<file path="src/rtl/sm_debug_pkg.sv">
// Shared encodings for the sm_debug_step run-control block: debugger
// command codes and FSM state codes.
package sm_debug_pkg;

  localparam logic [1:0] CMD_NOP  = 2'b00;
  localparam logic [1:0] CMD_RUN  = 2'b01;
  localparam logic [1:0] CMD_HALT = 2'b10;
  localparam logic [1:0] CMD_STEP = 2'b11;

  localparam logic [1:0] ST_HALT = 2'b00;
  localparam logic [1:0] ST_RUN  = 2'b01;
  localparam logic [1:0] ST_STEP = 2'b10;

endpackage

</file>
<file path="src/rtl/sm_sync_pulse.sv">
// Two-flop synchronizer followed by a rising-edge detector; emits a one-cycle
// pulse in the clk domain for each low-to-high transition of async_in.
module sm_sync_pulse (
  input  logic clk,
  input  logic rst_n,
  input  logic async_in,
  output logic pulse
);

  logic stage1;
  logic stage2;
  logic stage2_d;

  // synchronizer chain plus one delay flop for edge detection
  always_ff @(posedge clk or negedge rst_n) begin
    if (!rst_n) begin
      stage1   <= 1'b0;
      stage2   <= 1'b0;
      stage2_d <= 1'b0;
    end else begin
      stage1   <= async_in;
      stage2   <= stage1;
      stage2_d <= stage2;
    end
  end

  assign pulse = stage2 & ~stage2_d;

endmodule

</file>
<file path="src/rtl/sm_debug_step.sv">
// CPU run-control FSM (HALT/RUN/STEP) producing a registered CPU clock enable.
// Optional macro SM_DEBUG_STEP_SYNC_EN synchronizes an asynchronous cmd_valid.
module sm_debug_step
  import sm_debug_pkg::*;
#(
  parameter int   CNT_W     = 16,
  parameter logic RESET_RUN = 1'b1
) (
  input  logic             clkIn,
  input  logic             rst_n,
  input  logic             cmd_valid,
  input  logic [1:0]       cmd,
  input  logic [CNT_W-1:0] step_count,
  input  logic             halt_req,
  output logic             cpu_clk_en,
  output logic             halted,
  output logic             busy,
  output logic             cmd_drop,
  output logic [31:0]      en_cycles
);

  localparam logic [1:0]       RST_STATE = RESET_RUN ? ST_RUN : ST_HALT;
  localparam logic [CNT_W-1:0] CNT_ONE   = {{(CNT_W-1){1'b0}}, 1'b1};
  localparam logic [CNT_W-1:0] CNT_ZERO  = {CNT_W{1'b0}};

  logic             cmd_take;
  logic             is_run;
  logic             is_halt;
  logic             is_step;
  logic [1:0]       state;
  logic [1:0]       state_nxt;
  logic [CNT_W-1:0] cnt;
  logic [CNT_W-1:0] cnt_nxt;
  logic             drop_nxt;

`ifdef SM_DEBUG_STEP_SYNC_EN
  sm_sync_pulse u_sync (
    .clk      (clkIn),
    .rst_n    (rst_n),
    .async_in (cmd_valid),
    .pulse    (cmd_take)
  );
`else
  assign cmd_take = cmd_valid;
`endif

  assign is_run  = cmd_take && (cmd == CMD_RUN);
  assign is_halt = cmd_take && (cmd == CMD_HALT);
  assign is_step = cmd_take && (cmd == CMD_STEP);

  // next-state logic: halt_req, then accepted command, then step expiry
  always_comb begin
    state_nxt = state;
    cnt_nxt   = cnt;
    drop_nxt  = 1'b0;
    if (halt_req) begin
      state_nxt = ST_HALT;
      cnt_nxt   = CNT_ZERO;
      drop_nxt  = is_run || is_step;
    end else if (is_halt) begin
      state_nxt = ST_HALT;
      cnt_nxt   = CNT_ZERO;
    end else if (is_run) begin
      state_nxt = ST_RUN;
      cnt_nxt   = CNT_ZERO;
    end else if (is_step) begin
      state_nxt = ST_STEP;
      cnt_nxt   = (step_count == CNT_ZERO) ? CNT_ONE : step_count;
    end else begin
      case (state)
        ST_STEP: begin
          if (cnt == CNT_ONE) begin
            state_nxt = ST_HALT;
            cnt_nxt   = CNT_ZERO;
          end else begin
            cnt_nxt = cnt - CNT_ONE;
          end
        end
        ST_RUN, ST_HALT: begin
          state_nxt = state;
        end
        default: begin
          state_nxt = ST_HALT;
          cnt_nxt   = CNT_ZERO;
        end
      endcase
    end
  end

  // state, step counter, registered status outputs and enabled-cycle counter
  always_ff @(posedge clkIn or negedge rst_n) begin
    if (!rst_n) begin
      state      <= RST_STATE;
      cnt        <= CNT_ZERO;
      cpu_clk_en <= RESET_RUN;
      halted     <= ~RESET_RUN;
      busy       <= 1'b0;
      cmd_drop   <= 1'b0;
      en_cycles  <= 32'd0;
    end else begin
      state      <= state_nxt;
      cnt        <= cnt_nxt;
      cpu_clk_en <= (state_nxt == ST_RUN) || (state_nxt == ST_STEP);
      halted     <= (state_nxt == ST_HALT);
      busy       <= (state_nxt == ST_STEP);
      cmd_drop   <= drop_nxt;
      en_cycles  <= en_cycles + {31'd0, cpu_clk_en};
    end
  end

endmodule

</file>
<file path="config.mk">
export PLATFORM = sky130hd
export DESIGN_NAME = sm_debug_step
export DESIGN_NICKNAME = d
export VERILOG_FILES = /design/src/rtl/sm_debug_pkg.sv /design/src/rtl/sm_sync_pulse.sv /design/src/rtl/sm_debug_step.sv
export SDC_FILE = /design/constraint.sdc
export NUM_CORES = 1
export LEC_CHECK = 0
export ABC_AREA = 1
export BUFFER_PORTS_ARGS = -buffer_cell sky130_fd_sc_hd__buf_2
export CELL_PAD_IN_SITES_DETAIL_PLACEMENT = 1
export CELL_PAD_IN_SITES_GLOBAL_PLACEMENT = 1
export CORE_ASPECT_RATIO = 0.8
export CORE_UTILIZATION = 44
export DETAILED_ROUTE_END_ITERATION = 16
export PLACE_DENSITY = 0.89
export REMOVE_ABC_BUFFERS = 1
export SLEW_MARGIN = 10
export SYNTH_ARGS = -nofsm -noshare
export SYNTH_HDL_FRONTEND = slang
export SYNTH_HIERARCHICAL = 1
export SYNTH_SLANG_ARGS = --single-unit
export TNS_END_PERCENT = 50
</file>
<file path="constraint.sdc">
create_clock -name clkIn -period 3.45 [get_ports clkIn]
set_clock_uncertainty 0.05 [all_clocks]
set_input_delay 0 -clock clkIn [delete_from_list [all_inputs] [get_ports clkIn]]
set_output_delay 0 -clock clkIn [all_outputs]
set_load 0.005 [all_outputs]
</file>
Word-level counts from Yosys, hierarchy flattened
Index checks and enable logic that the tools add are counted.
{"block": "word_totals", "register_bits": 54, "input_bits": 22, "output_inout_bits": 36, "word_cells": 41}
{"block": "classes", "addsub": 2, "n_eq_ne": 9, "mux": 14, "reduce_logical": 9}
{"op": "$mux 16", "n": 6}
{"op": "$add 32x1->32", "n": 1}
{"op": "$pmux 16 s2", "n": 1}
{"op": "$eq 16x1->1 const B", "n": 1}
{"op": "$logic_not 16->1", "n": 1}
{"op": "$sub 16x1->16 const B", "n": 1}
{"op": "$mux 2", "n": 5}
{"op": "$eq 2x2->1 const B", "n": 4}
{"op": "$eq 2x1->1 const B", "n": 3}
{"op": "$ne 5x5->1 const B", "n": 1}
{"op": "$logic_not 2->1", "n": 2}
{"op": "$pmux 2 s2", "n": 1}
{"op": "$logic_and 1x1->1", "n": 3}
{"op": "$logic_or 1x1->1", "n": 2}
{"op": "$reduce_or 2->1", "n": 1}
{"op": "$mux 1", "n": 1}

Longest topological paths before layout
{"block": "depth", "depth_word": 9, "mapped_depth": 10}

Worst setup path before layout
Ideal clock, no wire load.
{"block": "synth_timing", "path_kind": "register to register", "startpoint": "register cpu_clk_en", "endpoint": "register en_cycles[30]", "setup_ns": 0.118, "arrival_ns": 1.649, "t_required_ns": 3.282, "setup_slack_ns": 1.633, "stages_incl_launch_ff": 10, "n_path_buf": 0, "period_less_slack_ns": 1.817, "path_cell_list": "dfstp_2 -> ha_1 -> ha_1 -> nand3_2 -> nor2_4 -> nand4_4 -> nor2_4 -> nand2_1 -> nor2_1 -> nor2_1"}
{"block": "synth_between", "elab_chain_cells": 1}
{"item": "from (decl)", "line_no": "sm_debug_step.sv:15", "source": "output logic cpu_clk_en,"}
{"item": "from (signal assigned)", "line_no": "sm_debug_step.sv:103", "source": "cpu_clk_en <= (state_nxt == ST_RUN) || (state_nxt == ST_STEP);"}
{"item": "$add 32x1->32", "line_no": "sm_debug_step.sv:107", "source": "en_cycles <= en_cycles + {31'd0, cpu_clk_en};"}
{"item": "to (signal assigned)", "line_no": "sm_debug_step.sv:107"}
{"item": "to (decl)", "line_no": "sm_debug_step.sv:19", "source": "output logic [31:0] en_cycles"}
No other way between the ends.
A chain may end at the register's enable or synchronous reset.

Final worst setup path
{"block": "layout_timing", "startpoint": "input cmd[0]", "endpoint": "register cpu_clk_en"}
{"block": "layout_between", "elab_chain_cells": 8, "word_cells_on_any_way": 13, "classes_between": "eq/ne: 5; mux: 4; reduce/logical: 4"}
{"item": "from (decl)", "line_no": "sm_debug_step.sv:12", "source": "input logic [1:0] cmd,"}
{"item": "$eq 2x2->1", "line_no": "sm_debug_step.sv:49", "source": "assign is_step = cmd_take && (cmd == CMD_STEP);"}
{"item": "$logic_and 1x1->1", "line_no": "sm_debug_step.sv:49"}
{"item": "$mux 2", "line_no": "sm_debug_step.sv:66", "source": "end else if (is_step) begin"}
{"item": "$mux 2", "line_no": "sm_debug_step.sv:63", "source": "end else if (is_run) begin"}
{"item": "$mux 2 (*)", "line_no": "sm_debug_step.sv:60", "source": "end else if (is_halt) begin"}
{"item": "$mux 2 (*)", "line_no": "sm_debug_step.sv:56", "source": "if (halt_req) begin"}
{"item": "$eq 2x1->1 or $eq 2x2->1 (tied branches)", "line_no": "sm_debug_step.sv:103"}
{"item": "$logic_or 1x1->1 (*)", "line_no": "sm_debug_step.sv:103"}
Mark *: on every way between the ends. The rest lies on a longest branch, timed or not.

==> out/results.ini <==
[timing]
finalSetupTns_ns = 0
clock.fmax_ghz = 0.472
finalHoldViolCount = 0
min_period_ns = 2.12
setup_viol = 0
worstMarginPinSlew_ns = 0.714
maxSlewHeadroom_pct = 52.4
slew_viol_final = 0
rsz0062_at_grt = false
period_share_pct = 61.4

[detailed_routing]
vias = 3092
drtIter0Drc = 200
firstDrtPassIters = 4
route.detailed.drc = 0
wirelength_um = 10300
avgRoutedWirePerCell_um = 18.3
routed_via_density = 5.49
ant_nets = 0

[floorplanning]
die-area_mm2 = 0.00744
io_pins = 58
fp-row-count = 27
initial_utilization_pct = 45.5
core_area_mm2 = 0.00686
die_x_um = 96.2
die_y_um = 77.4

[power]
power_density_mw_per_mm2 = 328
ir_drop_mv = 0.228
leakage_nw = 1.97

[cts]
clk_pin_slew_ns = 0.11
clkLatencyLatePin_ns = 0.32
cts_tree = yes
clk_path_buf_depth = 2
cts-root-buf = clkbuf_8
cts_made_buffers = 5
htree_levels = 2
clkSinkCount = 54

[synthesis]
syn-cell-area_mm2 = 0.00312
synth-seq-cells = 54
yosysSeqAreaShare_pct = 43.3
syn_inst = 397
ys_warn_count = 6
syn_avg_cell_area_um2 = 7.87
ys_types = 26

[setup_path]
worstSetupPathType = input pin to flip-flop
cp-endpoint = cpu_clk_en$_DFF_PN1_
worst_setup_path_start_kind = input pin
worstRegToRegCells = 9
timing.rr.end = en_cycles[30]$_DFF_PN0_
cp.required_ns = 3.66
reg2reg_from = cpu_clk_en$_DFF_PN1_
crit_arrival_ns = 2.33
cp-end-kind = flip-flop
startpoint = cmd[0]
cp_max_fo = 26
r2r_slack_ns = 1.44

[layout]
area.growth.synth_to_final_pct = 20.2
nets = 503
drive_gt1_share_pct = 20.4
design_area_mm2 = 0.00375
diodes = 0

[run_status]
outcome = completed

[place]
dpl.hpwl_um = 7000
portBuffers = 57
dpl-instance-area_mm2 = 0.00352
gp_congestion = 0.864

[grt]
antenna_found_initial = 0
grt_pass1_wl_um = 17000
grt_pass1_vias = 3349
track_usage_pct = 30.1
overflow = 0
grt_max_degree = 55

[run]
drv_cap = 0

[hold_path]
hold_class = input pin to flip-flop

-- routing by layer --
layer	global-route usage [%]	share of wire (%)	vias up
met5	0	0	-
met4	11.5	2.6	0
met3	6.27	5.7	29
met2	47.9	49	108
met1	39.8	43	1533
li1	-	-	1422
-- final cells by class --
cell class / instances / area [um2]
flip-flops and latches: 54 / 1350
repair buffers: 73 / 443
clock buffers: 5 / 68.8
clock inverters: 3 / 18.8
well taps: 87 / 109
inverters: 45 / 169
fillers: 896 / 3100
multi-input cells: 296 / 1590
-- sequential cells by signal (all words and copies together), names as in the netlist --
register    flops
state           2
cnt            16
cpu_clk_en      1
halted          1
en_cycles      32
busy            1
cmd_drop        1
-- how the worst min path moves through the flow --
stage                   startpoint                  end  slack (ns)  cells past startpoint
global route        step_count[15]  cnt[15]$_DFFE_PN0P_        0.05                      5
finish              step_count[15]  cnt[15]$_DFFE_PN0P_        0.03                      5
detailed placement        halt_req   state[0]$_DFF_PN1_        0.13                      2
floorplan                    rst_n       busy$_DFF_PN0_       -0.35                      0
CTS                 step_count[15]  cnt[15]$_DFFE_PN0P_       0.004                      5
global placement             rst_n  cnt[13]$_DFFE_PN0P_        0.12                      2
-- cells by family after synthesis --
| family | after synthesis | share of synthesized area (%) |
|---|---|---|
| flip-flops | 54 | 43.3 |
| adder cells (fa/ha/maj) | 6 | 2.40 |
| AND/OR/NAND/NOR | 223 | 33.5 |
| buffers and inverters | 47 | 5.65 |
| XOR/XNOR | 33 | 9.25 |
| AO/OA/AOI/OAI | 34 | 5.85 |
-- synthesized netlist by cell type, drive strengths merged --
cell type / count / share of area [%]
inv: 44 / 5.3
nand4: 11 / 2.7
o22ai: 5 / 1.0
nor3: 14 / 3.2
clkinv: 1 / 0.12
clkbuf: 2 / 0.24
xor2: 20 / 5.6
ha: 6 / 2.4
dfrtp: 52 / 42
nor2: 69 / 9.6
nand3: 27 / 5.6
o21ai: 15 / 2.4
dfstp: 2 / 1.7
a21oi: 13 / 2.2
xnor2: 13 / 3.6
o21bai: 1 / 0.24
nand2: 102 / 12
-- through the flow --
step	setup WS (ns)	hold WS (ns)	utilization [%]	std cells	power, mW
3_5_place_dp	1.45	0.128	51.3	540	0.849
5_1_grt	1.21	0.0547	54.8	563	1.28
6_report	1.33	0.0269	54.8	563	1.23
4_1_cts	1.42	0.00385	54.8	563	1.23
3_3_place_gp	1.55	0.124	51.3	540	0.838
2_1_floorplan	1.63	-0.346	-	395	0.766
-- critical path, cell delays in order --
cell           delay, ns
dlygate4sd3_1       0.52
buf_2               0.13
nand3_2             0.46
nand2_1             0.28
nand3_2             0.28
inv_1               0.16
nand2_2             0.16
ha_1                0.32
-- report_power, final --
part / leakage (nW) / switching [mW] / total (mW) / internal [mW]
Sequential: 0.735 / 0.0344 / 0.695 / 0.661
Clock: 0.0483 / 0.234 / 0.378 / 0.144
Combinational: 1.19 / 0.0921 / 0.159 / 0.0669
Total: 1.97 / 0.360 / 1.23 / 0.872
-- placed cells by master, fill, tap and decap left out, drive strengths merged --
| master | count |
|---|---|
| o21ai | 15 |
| nor2 | 69 |
| inv | 45 |
| clkinv | 3 |
| nand2 | 102 |
| dfrtp | 52 |
| o22ai | 5 |
| clkbuf | 5 |
| nand3 | 27 |
| nand4 | 11 |
| xnor2 | 13 |
| ha | 6 |
| xor2 | 20 |
| a21oi | 13 |
| o21bai | 1 |
| dfstp | 2 |
| buf | 58 |
| nor3 | 14 |
| dlygate4sd3 | 15 |
-- timing repair --
item                      4_1_cts  5_1_grt
gates resized for setup         0        0
hold endpoints to repair       64        0
hold buffers                   15        0
setup buffers                   0        0
Power figures use the tool's default switching activity.
